==> src/rtl/imm_gen_pipe_if.sv <==
// Valid/ready handshake bundle for the immediate generator.
// The master is the fetch/execute side and the slave is the generator.
interface imm_gen_pipe_if #(
    parameter int XLEN = 32
);
    logic            in_valid;
    logic            in_ready;
    logic [31:0]     in_instr;
    logic            out_valid;
    logic            out_ready;
    logic [XLEN-1:0] out_imm;
    logic [31:0]     out_instr;
    logic [2:0]      out_fmt;
    logic            out_illegal;

    modport master (
        output in_valid, in_instr, out_ready,
        input  in_ready, out_valid, out_imm, out_instr, out_fmt, out_illegal
    );

    modport slave (
        input  in_valid, in_instr, out_ready,
        output in_ready, out_valid, out_imm, out_instr, out_fmt, out_illegal
    );
endinterface

==> src/rtl/imm_gen_pipe.sv <==
// RISC-V immediate generator for the decode stage.
// A two-entry output buffer sits behind the combinational decoder.
module imm_gen_pipe #(
    parameter int XLEN = 32,
    parameter bit EN_J = 1'b1,
    parameter bit EN_W = 1'b0
) (
    input logic         clk,
    input logic         reset,
    imm_gen_pipe_if.slave bus
);
    localparam logic [6:0] OP_IMM    = 7'b0010011;
    localparam logic [6:0] OP_LOAD   = 7'b0000011;
    localparam logic [6:0] OP_JALR   = 7'b1100111;
    localparam logic [6:0] OP_IMM32  = 7'b0011011;
    localparam logic [6:0] OP_STORE  = 7'b0100011;
    localparam logic [6:0] OP_BRANCH = 7'b1100011;
    localparam logic [6:0] OP_LUI    = 7'b0110111;
    localparam logic [6:0] OP_AUIPC  = 7'b0010111;
    localparam logic [6:0] OP_JAL    = 7'b1101111;

    localparam logic [2:0] FMT_NONE = 3'd0;
    localparam logic [2:0] FMT_I    = 3'd1;
    localparam logic [2:0] FMT_S    = 3'd2;
    localparam logic [2:0] FMT_B    = 3'd3;
    localparam logic [2:0] FMT_U    = 3'd4;
    localparam logic [2:0] FMT_J    = 3'd5;

    // The 32-bit word opcodes only make sense on a 64-bit datapath.
    localparam bit W_OK = EN_W && (XLEN == 64);

    typedef struct packed {
        logic [XLEN-1:0] imm;
        logic [31:0]     instr;
        logic [2:0]      fmt;
        logic            illegal;
    } entry_t;

    typedef enum logic [1:0] {
        S_EMPTY,
        S_ONE,
        S_TWO
    } state_t;

    state_t      state;
    entry_t      dec;
    entry_t      out_q;
    entry_t      skid_q;
    logic        in_ready_q;
    logic        out_valid_q;
    logic        accept;
    logic        drain;
    logic [31:0] ins;

    assign ins = bus.in_instr;

    always_comb begin
        dec         = '0;
        dec.instr   = ins;
        dec.illegal = 1'b0;
        case (ins[6:0])
            OP_IMM, OP_LOAD: begin
                dec.imm = XLEN'($signed(ins[31:20]));
                dec.fmt = FMT_I;
            end
            OP_JALR: begin
                if (EN_J) begin
                    dec.imm = XLEN'($signed(ins[31:20]));
                    dec.fmt = FMT_I;
                end else begin
                    dec.illegal = 1'b1;
                end
            end
            OP_IMM32: begin
                if (W_OK) begin
                    dec.imm = XLEN'($signed(ins[31:20]));
                    dec.fmt = FMT_I;
                end else begin
                    dec.illegal = 1'b1;
                end
            end
            OP_STORE: begin
                dec.imm = XLEN'($signed({ins[31:25], ins[11:7]}));
                dec.fmt = FMT_S;
            end
            OP_BRANCH: begin
                dec.imm = XLEN'($signed({ins[31], ins[7], ins[30:25], ins[11:8], 1'b0}));
                dec.fmt = FMT_B;
            end
            OP_LUI, OP_AUIPC: begin
                if (EN_J) begin
                    dec.imm = XLEN'($signed({ins[31:12], 12'b0}));
                    dec.fmt = FMT_U;
                end else begin
                    dec.illegal = 1'b1;
                end
            end
            OP_JAL: begin
                if (EN_J) begin
                    dec.imm = XLEN'($signed({ins[31], ins[19:12], ins[20], ins[30:21], 1'b0}));
                    dec.fmt = FMT_J;
                end else begin
                    dec.illegal = 1'b1;
                end
            end
            default: begin
                dec.illegal = 1'b1;
            end
        endcase
        if (dec.illegal) begin
            dec.imm = '0;
            dec.fmt = FMT_NONE;
        end
    end

    assign accept = bus.in_valid & in_ready_q;
    assign drain  = out_valid_q & bus.out_ready;

    // in_ready and out_valid are registered alongside the state so that
    // neither handshake side sees a combinational path from the other.
    always_ff @(posedge clk) begin
        if (reset) begin
            state       <= S_EMPTY;
            in_ready_q  <= 1'b1;
            out_valid_q <= 1'b0;
            out_q       <= '0;
            skid_q      <= '0;
        end else begin
            case (state)
                S_EMPTY: begin
                    if (accept) begin
                        out_q       <= dec;
                        out_valid_q <= 1'b1;
                        state       <= S_ONE;
                    end
                end
                S_ONE: begin
                    if (accept && drain) begin
                        out_q <= dec;
                    end else if (accept) begin
                        skid_q     <= dec;
                        in_ready_q <= 1'b0;
                        state      <= S_TWO;
                    end else if (drain) begin
                        out_valid_q <= 1'b0;
                        state       <= S_EMPTY;
                    end
                end
                S_TWO: begin
                    if (drain) begin
                        out_q      <= skid_q;
                        in_ready_q <= 1'b1;
                        state      <= S_ONE;
                    end
                end
                default: begin
                    state       <= S_EMPTY;
                    in_ready_q  <= 1'b1;
                    out_valid_q <= 1'b0;
                end
            endcase
        end
    end

    assign bus.in_ready    = in_ready_q;
    assign bus.out_valid   = out_valid_q;
    assign bus.out_imm     = out_q.imm;
    assign bus.out_instr   = out_q.instr;
    assign bus.out_fmt     = out_q.fmt;
    assign bus.out_illegal = out_q.illegal;
endmodule

==> src/flat_wrapper.sv <==
// flat-port wrapper written by rule: the top's interface ports become plain ports
module imm_gen_pipe_flat 
#(
    parameter int XLEN = 32,
    parameter bit EN_J = 1'b1,
    parameter bit EN_W = 1'b0
)
  (clk, reset, bus_in_valid, bus_in_instr, bus_out_ready, bus_in_ready, bus_out_valid, bus_out_imm, bus_out_instr, bus_out_fmt, bus_out_illegal);
  imm_gen_pipe_if #(.XLEN(XLEN)) bus_i ();
  input logic clk;
  input logic reset;
  input wire logic [$bits(bus_i.in_valid)-1:0] bus_in_valid;
  input wire logic [$bits(bus_i.in_instr)-1:0] bus_in_instr;
  input wire logic [$bits(bus_i.out_ready)-1:0] bus_out_ready;
  output wire logic [$bits(bus_i.in_ready)-1:0] bus_in_ready;
  output wire logic [$bits(bus_i.out_valid)-1:0] bus_out_valid;
  output wire logic [$bits(bus_i.out_imm)-1:0] bus_out_imm;
  output wire logic [$bits(bus_i.out_instr)-1:0] bus_out_instr;
  output wire logic [$bits(bus_i.out_fmt)-1:0] bus_out_fmt;
  output wire logic [$bits(bus_i.out_illegal)-1:0] bus_out_illegal;
  assign bus_i.in_valid = bus_in_valid;
  assign bus_i.in_instr = bus_in_instr;
  assign bus_i.out_ready = bus_out_ready;
  assign bus_in_ready = bus_i.in_ready;
  assign bus_out_valid = bus_i.out_valid;
  assign bus_out_imm = bus_i.out_imm;
  assign bus_out_instr = bus_i.out_instr;
  assign bus_out_fmt = bus_i.out_fmt;
  assign bus_out_illegal = bus_i.out_illegal;
  imm_gen_pipe #(.XLEN(XLEN), .EN_J(EN_J), .EN_W(EN_W)) u_core (.clk(clk), .reset(reset), .bus(bus_i));
endmodule
==> config.mk <==
export PLATFORM = sky130hd
export DESIGN_NAME = imm_gen_pipe_flat
export DESIGN_NICKNAME = d
export VERILOG_FILES = /design/src/rtl/imm_gen_pipe_if.sv /design/src/rtl/imm_gen_pipe.sv /design/src/flat_wrapper.sv
export SDC_FILE = /design/constraint.sdc
export NUM_CORES = 1
export LEC_CHECK = 0
export BUFFER_PORTS_ARGS = -buffer_cell sky130_fd_sc_hd__buf_2
export CORE_MARGIN = 1
export CORE_UTILIZATION = 55
export DETAILED_ROUTE_END_ITERATION = 6
export MAX_ROUTING_LAYER = met4
export PLACE_DENSITY_LB_ADDON = 0.15
export SLEW_MARGIN = 20
export SYNTH_ARGS = -nofsm -noshare
export SYNTH_HDL_FRONTEND = slang
export SYNTH_SLANG_ARGS = --single-unit
export TNS_END_PERCENT = 30
==> constraint.sdc <==
create_clock -name clk -period 2.17 [get_ports clk]
set_input_delay 0.3255 -clock clk [delete_from_list [all_inputs] [get_ports clk]]
set_output_delay 0.3255 -clock clk [all_outputs]
set_load 0.03 [all_outputs]
==> results of run 1 <==
per-stage QoR:
| stage | instances | utilization |
|---|---|---|
| 2_1_floorplan | 739 | - |
| 3_3_place_gp | 939 | 0.6355 |
| 3_5_place_dp | 939 | 0.6355 |
| 4_1_cts | 971 | 0.6901 |
| 5_1_grt | 972 | 0.6924 |
| 6_report | 972 | 0.6924 |
critical path: stages (launching register included):
cell and delay (ps):
dfxtp_1 540, nand2b_2 260, o2bb2ai_4 520, buf_4 290, nor2_1 60, a311oi_1 290
sequential cells by signal (all words and copies together), names as in the netlist:
register and count:
u_core.state 2, u_core.bus.in_ready 1, u_core.bus.out_illegal 1, u_core.bus.out_instr 32, u_core.skid_q 68, u_core.bus.out_valid 1
u_core.bus.out_fmt 3, u_core.bus.out_imm 32
layout make-up:
type,count,area [um2]
clock buffer,26,508.0
clock inverter,6,57.56
fill,871,3218
inverter,9,33.78
multi-input combinational,523,2892
sequential,140,2803
tap,136,170.2
timing repair buffer,132,780.7
layer usage:
layer	part of all wire	wire length, um	vias to the layer above	GRT usage
met2	0.49	8222	276	0.4935
met4	0.018	299	0	0.1223
met5	0	0	-	-
met3	0.071	1183	30	0.05825
li1	-	-	2793	-
met1	0.42	7035	2772	0.3730
timing repair:
| action | 4_1_cts | 5_1_grt |
|---|---|---|
| gates resized for setup | 1 | 3 |
| hold buffers | 0 | 0 |
| endpoints found under the setup margin | 1 | 46 |
| pin swaps | 0 | 1 |
| gates cloned | 0 | 1 |
power groups by stage:
stage | Combinational [mW] | Clock, mW | Sequential (mW)
finish | 1.43 | 2.75 | 2.91
detailed placement | 1.40 | 0 | 2.96
CTS | 1.41 | 2.77 | 2.91
floorplan | 0.658 | 0 | 3.27
global placement | 1.37 | 0 | 2.95
global route | 1.55 | 2.90 | 2.93
worst paths after layout:
path                             startpoint                              endpoint
max            u_core.state[1]$_SDFFE_PP0P_  u_core.bus.out_instr[9]$_SDFFE_PP0P_
min                           bus_out_ready          u_core.state[1]$_SDFFE_PP0P_
max reg2reg    u_core.state[1]$_SDFFE_PP0P_  u_core.bus.out_instr[9]$_SDFFE_PP0P_
min reg2reg  u_core.skid_q[26]$_SDFFE_PP0P_        u_core.skid_q[26]$_SDFFE_PP0P_
kinds of logic after synthesis:
group	after synthesis
buf+inv	77
simple gates	306
compound gates	213
flops	140
mux	3
synth_stat cells, drive strengths merged (2+ instances only):
library cell	instances	area [um2]
a211oi	29	217.7
o311ai	2	17.52
or3	3	18.77
o32ai	3	33.79
a21oi	70	350.3
clkbuf	32	120.1
nand2b	5	31.28
a31oi	2	12.51
o2bb2ai	12	123.9
o22ai	2	26.28
nand3	23	115.1
dfxtp	140	2803
mux2	2	22.52
nor3	12	76.33
a2111oi	4	35.03
o21ai	22	110.1
nand2	167	626.9
a311oi	43	376.6
o2111ai	2	17.52
a22oi	6	45.04
a221oi	8	70.07
inv	9	33.78
nand3b	4	30.03
and2	5	31.28
buf	36	202.7
nor2	77	289.0
nor4	3	18.77
o211ai	3	22.52
==> key figures, run 1 <==
Global routing
  • Largest net degree at the start of global routing: 78
  • First-pass GRT wire length: roughly 26000 um
  • Vias in the first global route: 5444
  • GR Util All Layers: 0.3040
  • Initial antenna violation count: 0
  • Total grt overflow: 0

Timing
  • Final period util: 0.9561
  • Setup TNS: 0 ps
  • Worst Tran Pin Value: about 900 ps
  • Final hold slack: approximately 58 ps
  • Slew Viols, Final: 0
  • Setup Skew: 3.661 ps
  • Min cycle time layout: about 2100 ps
  • RSZ-0062 raised after global routing: no
  • Max Clk Rate: 482.0 MHz
  • Final setup violation count: 0
  • Final count of hold timing violations: 0
  • Setup ws final: around 95 ps
  • Rel. slew slack: 0.3918

Routing
  • Via Count: 5871
  • Wire per inst: ~17 um
  • Routed Antenna Nets: 0
  • Pre-antenna DRT Iters: 5
  • WL final: ~17000 um
  • Initial DRC Count: between 400 and 500
  • Residual DRC: 0
  • Vias per cell: around 6.0

Worst setup path
  • Setup crit end kind: register
  • Worst-path fanout max: 15
  • CP Data Required Time: 2590 ps
  • Flop-to-flop setup slack: about 95 ps
  • R2R depth: 5
  • Arr. time, crit path: approximately 2500 ps
  • Startpoint Class: register
  • WS Path Type: register to register

Cells and area
  • Number of antenna diodes: 0
  • Final net count: roughly 860
  • Most common cell after layout, fill and taps aside: nand2_1
  • Most frequent cells in the layout: nand2_1 (167), dfxtp_1 (140), buf_2 (104)
  • Area Growth Syn to Fin: 20.68%
  • Share of cells above drive strength 1: 0.2153
  • Finished Cell Area: roughly 7200 um2

Power
  • Comb power frac: 0.202
  • P_int: about 4.9 mW
  • PD cells: a little under 1000 nW/um2
  • Switch share: 0.3035
  • Reg power frac: 0.411
  • Sw power: about 2.2 mW
  • Clock network fraction of design power: 0.387
  • P_leak: approximately 2.8 nW
  • Power after layout: between 7 and 8 mW
  • Worst vdd ir: ~0.51 mV

Yosys
  • Syn Area/Cell: 8.123 um2
  • Sequential area share after synthesis: 0.4669
  • Cells after Synth: around 740
  • Synthesis-stage register bit count: 140
  • Mapped Nets: slightly below 800
  • Multiplexer share of the synthesized area: 0.005419
  • Adder-Cell Fraction of Synth Area: 0
  • Ys async rst share: 0
  • Main combinational cell family by area after synthesis: compound AO/OA/AOI/OAI gates
  • Complex-gate fraction of the synthesized area: 0.2514
  • XOR/XNOR Fraction of Synth Area: 0
  • Cell Area, Synth: 6003 um2
  • YS warnings: 0
  • Area share of and/or/nand/nor cells after synthesis: 0.2170
  • Top FF cell, synth: dfxtp_1
  • Synth cell types: 47
  • Number of synthesized flops with an enable pin: 0

Floorplanning
  • Std-Cell Rows: 37
  • Core area: between 10000 and 15000 um2
  • Die Span X: 106.5 um
  • Chip height: 106.5 um
  • Die area: 11340 um2
  • Starting Density: 0.5738
  • Io pins: approximately 110

Clock tree
  • CTS max path bufs: 2
  • Setup Buffers After CTS: 0
  • Clock transition at path regs: roughly 60 ps
  • Clock tree sinks: 140
  • Number of buffers created by CTS: 17
  • CTS tree: built
  • CTS H-Tree Depth: 4
  • Clk Latency, worst-skew pair: between 500 and 600 ps
  • CTS Root Cell: clkbuf_8

Placement
  • Place WS: -7.125 ps
  • Port Buffers: ~110
  • Cell Area, Placed: ~6600 um2
  • Final RePlAce weighted congestion: 0.8674
  • Hpwl dp: approximately 11000 um

Status
  • Status: complete, no violations

Min path
  • Hold Path Stages: 2
  • Worst hold path class: primary input to register

Run
  • Max-cap violations: 0
Note: power is estimated with default switching activity, not from simulation.
==> inputs of run 2 (changes only) <==
--- a/config.mk
+++ b/config.mk
@@ -7,7 +7,7 @@
 export LEC_CHECK = 0
 export BUFFER_PORTS_ARGS = -buffer_cell sky130_fd_sc_hd__buf_2
 export CORE_MARGIN = 1
-export CORE_UTILIZATION = 55
+export CORE_UTILIZATION = 25
 export DETAILED_ROUTE_END_ITERATION = 6
 export MAX_ROUTING_LAYER = met4
 export PLACE_DENSITY_LB_ADDON = 0.15
==> key figures, run 2 (synthesis gave the netlist of run 1 again) <==
Placement
  • Port Buffers: approximately 110
  • Place WS: just over 90 ps
  • Hpwl dp: 12560 um
  • Final RePlAce weighted congestion: about 0.73

Power
  • Switch share: 0.3059
  • Power after layout: 7.199 mW
  • P_leak: roughly 2.8 nW
  • Clock network fraction of design power: 0.394
  • P_int: between 4 and 5 mW
  • Sw power: ~2.2 mW
  • Comb power frac: 0.201
  • PD cells: between 900 and 1000 nW/um2
  • Reg power frac: 0.405
  • Worst vdd ir: between 0.4 and 0.5 mV

Global routing
  • Largest net degree at the start of global routing: 89
  • Total grt overflow: 0
  • GR Util All Layers: 0.1676
  • First-pass GRT wire length: 30860 um
  • Initial antenna violation count: 0
  • Vias in the first global route: 5399

Timing
  • Final count of hold timing violations: 0
  • RSZ-0062 raised after global routing: no
  • Final period util: 0.8608
  • Final hold slack: about 180 ps
  • Setup TNS: 0 ps
  • Max Clk Rate: 535.4 MHz
  • Worst Tran Pin Value: about 800 ps
  • Setup Skew: 8.747 ps
  • Rel. slew slack: 0.4677
  • Setup ws final: 302.1 ps
  • Min cycle time layout: between 1500 and 2000 ps
  • Final setup violation count: 0
  • Slew Viols, Final: 0

Status
  • Status: complete, no violations

Clock tree
  • Number of buffers created by CTS: 17
  • Clock transition at path regs: approximately 60 ps
  • Cts hold-fix bufs: 0
  • Count of cells resized by post-cts repair: 0
  • Clock tree sinks: 140
  • CTS tree: built
  • CTS max path bufs: 2
  • CTS Root Cell: clkbuf_16
  • Clk Latency, worst-skew pair: 410 ps
  • CTS H-Tree Depth: 4
  • Setup Buffers After CTS: 0

Worst setup path
  • Arr. time, crit path: about 2100 ps
  • CP peak stage delay: roughly 610 ps
  • Setup crit end kind: register
  • Bufs and invs on worst path: 0
  • Worst-path fanout max: 8
  • CP Data Required Time: roughly 2400 ps
  • Cell family with most CP delay: compound AO/OA/AOI/OAI gates
  • CP max stage cell: a21oi_1
  • WS Path Type: register to register
  • Worst path cell trace: and3b_1 -> nand3_2 -> a21oi_1 -> a211oi_1
  • Startpoint Class: register

Routing
  • Vias per cell: just under 5
  • Initial DRC Count: between 300 and 400
  • Routed Antenna Nets: 0
  • Via Count: ~5600
  • Pre-antenna DRT Iters: 5
  • Residual DRC: 0
  • Wire per inst: approximately 17 um
  • WL final: just under 20000 um

Cells and area
  • Biggest register: u_core.skid_q
  • Area of the multi-input gates: 2861 um2
  • Max FFs per register: a little under 70
  • Share of cells above drive strength 1: 0.2100
  • Most common cell after layout, fill and taps aside: nand2_1
  • FF+latch area: 2803 um2
  • Fill count: around 2600
  • Most frequent cells in the layout: nand2_1 (167), dfxtp_1 (140), buf_2 (104)
  • Number of antenna diodes: 0
  • Area Growth Syn to Fin: 25.03%
  • Final net count: approximately 860

Run
  • Max-cap violations: 0

Floorplanning
  • Std-Cell Rows: 56
  • Die Span X: 157.0 um
  • Io pins: about 110
  • Die area: between 20000 and 25000 um2
  • Core area: between 20000 and 25000 um2
  • Starting Density: 0.2550
  • Chip height: around 160 um

Min path
  • Worst hold path class: primary input to register
run 2: cell types whose count changed in the layout (fill, tap and decap cells not counted), sizes merged:
cell / previous run / this run
buf: 132 / 136
inv: 9 / 10
bufinv: 1 / 2
clkinvlp: 1 / 0
clkbuf: 26 / 24
o2bb2ai: 13 / 12
run 2: final cells by class:
type | count | share of cell area
multi-input combinational | 522 | 0.3812
sequential | 140 | 0.3734
timing repair buffer | 136 | 0.1130
clock buffer | 24 | 0.06284
tap | 319 | 0.05318
clock inverter | 7 | 0.01184
inverter | 9 | 0.004501
run 2: worst paths after layout:
path | startpoint | to | slack [ps] | cells past startpoint
worst max-delay path | u_core.state[1]$_SDFFE_PP0P_ | u_core.skid_q[55]$_SDFFE_PP0P_ | 300 | 4
worst min-delay path | bus_in_instr[16] | u_core.skid_q[20]$_SDFFE_PP0P_ | 180 | 3
worst max register to register | u_core.state[1]$_SDFFE_PP0P_ | u_core.skid_q[55]$_SDFFE_PP0P_ | 300 | 4
worst min register to register | u_core.skid_q[21]$_SDFFE_PP0P_ | u_core.skid_q[21]$_SDFFE_PP0P_ | 450 | 2
run 2: metal layers:
metal | vias to the layer above | GRT usage | wire, um
met5 | - | - | 0
met4 | 0 | 0.03501 | 63
met3 | 5 | 0.03992 | 866
met2 | 120 | 0.2586 | 8896
met1 | 2630 | 0.2214 | 9541
li1 | 2803 | - | -
run 2: stage by stage:
stage | util | cell area (um2) | std cells
after floorplan | - | 6003 | 739
after detailed placement | 0.2947 | 6938 | 1125
final | 0.3188 | 7506 | 1157
after global routing | 0.3188 | 7506 | 1157
after global placement | 0.2947 | 6938 | 1125
after CTS | 0.3185 | 7498 | 1156
run 2: power by group through the flow:
stage / sequential, mW / clock, mW / combinational (mW)
after floorplan: 3.27 / 0 / 0.658
after global placement: 2.97 / 0 / 1.47
after detailed placement: 2.97 / 0 / 1.46
after CTS: 2.92 / 2.92 / 1.47
after global routing: 2.95 / 3.04 / 1.59
final: 2.92 / 2.84 / 1.45
run 2: worst min-delay path: stages:
cell	delay, ps
buf_2	120
nand2_1	50
a21oi_1	50
==> inputs of run 3 (changes only) <==
==> constraint.sdc (replaced) <==
create_clock -name clk -period 2.2 [get_ports clk]
set_input_delay 0.33 -clock clk [delete_from_list [all_inputs] [get_ports clk]]
set_output_delay 0.33 -clock clk [all_outputs]
set_load 0.03 [all_outputs]
==> key figures, run 3 (synthesis gave the netlist of run 1 again) <==
Routing
  • Met2 WL: around 9000 um
  • Metal3 WL: about 890 um
  • Wl on met1: slightly below 10000 um
  • Routed Antenna Nets: 0
  • Via Count: approximately 5500
  • Initial DRC Count: 369
  • Wire per inst: between 15 and 20 um
  • Residual DRC: 0
  • Vias per cell: 4.774
  • Pre-antenna DRT Iters: 5
  • Top Layer Used: met4
  • WL final: 19630 um

Floorplanning
  • Die Span X: between 150 and 200 um
  • Io pins: ~110
  • Core area: 23540 um2
  • Starting Density: 0.2550
  • Std-Cell Rows: 56
  • Die area: roughly 25000 um2
  • Chip height: 157.0 um

Placement
  • Placed cells: 1121
  • Port Buffers: approximately 110
  • Final RePlAce weighted congestion: roughly 0.73
  • Cell Area, Placed: about 7000 um2
  • Hpwl dp: ~12000 um

Timing
  • Setup Skew: around 12 ps
  • Rel. slew slack: 0.4179
  • Final count of hold timing violations: 0
  • Final hold slack: between 150 and 200 ps
  • Final setup violation count: 0
  • Min cycle time layout: around 2000 ps
  • Slew Viols, Final: 0
  • Worst Tran Pin Value: 869.4 ps
  • Final period util: 0.9044
  • Max Clk Rate: slightly above 500 MHz
  • RSZ-0062 raised after global routing: no
  • Setup TNS: 0 ps

Clock tree
  • CTS Root Cell: clkbuf_16
  • Setup Buffers After CTS: 0
  • Number of buffers created by CTS: 17
  • Clock transition at path regs: 60 ps
  • Count of cells resized by post-cts repair: 0
  • Clock tree sinks: 140
  • CTS H-Tree Depth: 4
  • Cts hold-fix bufs: 0
  • CTS tree: built
  • Clk Latency, worst-skew pair: ~420 ps
  • CTS max path bufs: 2

Worst setup path
  • Setup crit end kind: register
  • Flop-to-flop setup slack: 210 ps
  • CP Data Required Time: between 2000 and 2500 ps
  • Startpoint Class: register
  • WS Path Type: register to register
  • Arr. time, crit path: 2260 ps
  • Worst-path fanout max: 10

Global routing
  • Largest net degree at the start of global routing: 85
  • Total grt overflow: 0
  • Initial antenna violation count: 0
  • First-pass GRT wire length: 30930 um
  • Vias in the first global route: 5266
  • GR Util All Layers: 0.1688

Power
  • P_int: 5.101 mW
  • Worst vdd ir: approximately 0.46 mV
  • Clock network fraction of design power: 0.414
  • Switch share: 0.3034
  • Sw power: roughly 2.2 mW
  • PD cells: about 980 nW/um2
  • P_leak: about 2.8 nW
  • Reg power frac: 0.393
  • Comb power frac: 0.193

Cells and area
  • Biggest register: u_core.skid_q
  • Share of cells above drive strength 1: 0.2098
  • Finished Cell Area: between 7000 and 8000 um2
  • Most common cell after layout, fill and taps aside: nand2_1
  • Final net count: 857
  • Area Growth Syn to Fin: 25.01%
  • Most frequent cells in the layout: nand2_1 (167), dfxtp_1 (140), buf_2 (104)
  • Final std cells w/o fill: around 1200
  • Fill count: between 2000 and 3000
  • Max FFs per register: 68
  • Number of antenna diodes: 0

Min path
  • Worst hold path class: primary input to register

Status
  • Status: complete, no violations

Run
  • Max-cap violations: 0
==> run 3: cell count changes in the layout (fill, tap and decap cells not counted), sizes merged <==
cell      change
buf           -5
clkinvlp      +1
bufinv        +1
clkbuf        -1
==> run 3: layout make-up <==
cell class	count	area [um2]	share of cell area
multi-input combinational	522	2861	0.3813
inverter	9	33.78	0.004501
clock inverter	9	133.9	0.01784
sequential	140	2803	0.3735
timing repair buffer	131	785.8	0.1047
clock buffer	23	488.0	0.06502
tap	319	399.1	0.05318
==> run 3: power by group through the flow <==
stage / registers, mW / clock network, mW / logic, mW
floorplan: 3.22 / 0 / 0.649
global placement: 2.93 / 0 / 1.43
detailed placement: 2.93 / 0 / 1.43
CTS: 2.88 / 3.11 / 1.43
global route: 2.91 / 3.22 / 1.55
finish: 2.88 / 3.03 / 1.41
==> run 3: worst paths after layout <==
kind / start / endpoint / cells after the start
hold / removal: bus_in_instr[16] / u_core.skid_q[20]$_SDFFE_PP0P_ / 3
setup / recovery: u_core.state[1]$_SDFFE_PP0P_ / u_core.skid_q[54]$_SDFFE_PP0P_ / 4
hold reg to reg: u_core.skid_q[10]$_SDFFE_PP0P_ / u_core.skid_q[10]$_SDFFE_PP0P_ / 2
setup reg to reg: u_core.state[1]$_SDFFE_PP0P_ / u_core.skid_q[54]$_SDFFE_PP0P_ / 4
==> run 3: critical path: stages, from the launching register on <==
cell      delay [ps]
dfxtp_1          420
and3b_1          490
nand3_2          140
a21oi_1          620
a211oi_1         170
==> run 3: metal layers <==
layer	vias up	GRT usage
li1	2796	-
met5	-	-
met2	124	0.2576
met4	0	0.04482
met1	2579	0.2221
met3	5	0.03992
==> run 3: per-stage QoR <==
stage               total power [mW]  worst slack (ps)  utilization
floorplan                      3.873             505.6            -
global placement               4.366             208.5       0.2924
detailed placement             4.364             160.1       0.2924
CTS                            7.421             212.2       0.3188
global route                   7.669             21.92       0.3188
finish                         7.323             210.4       0.3188
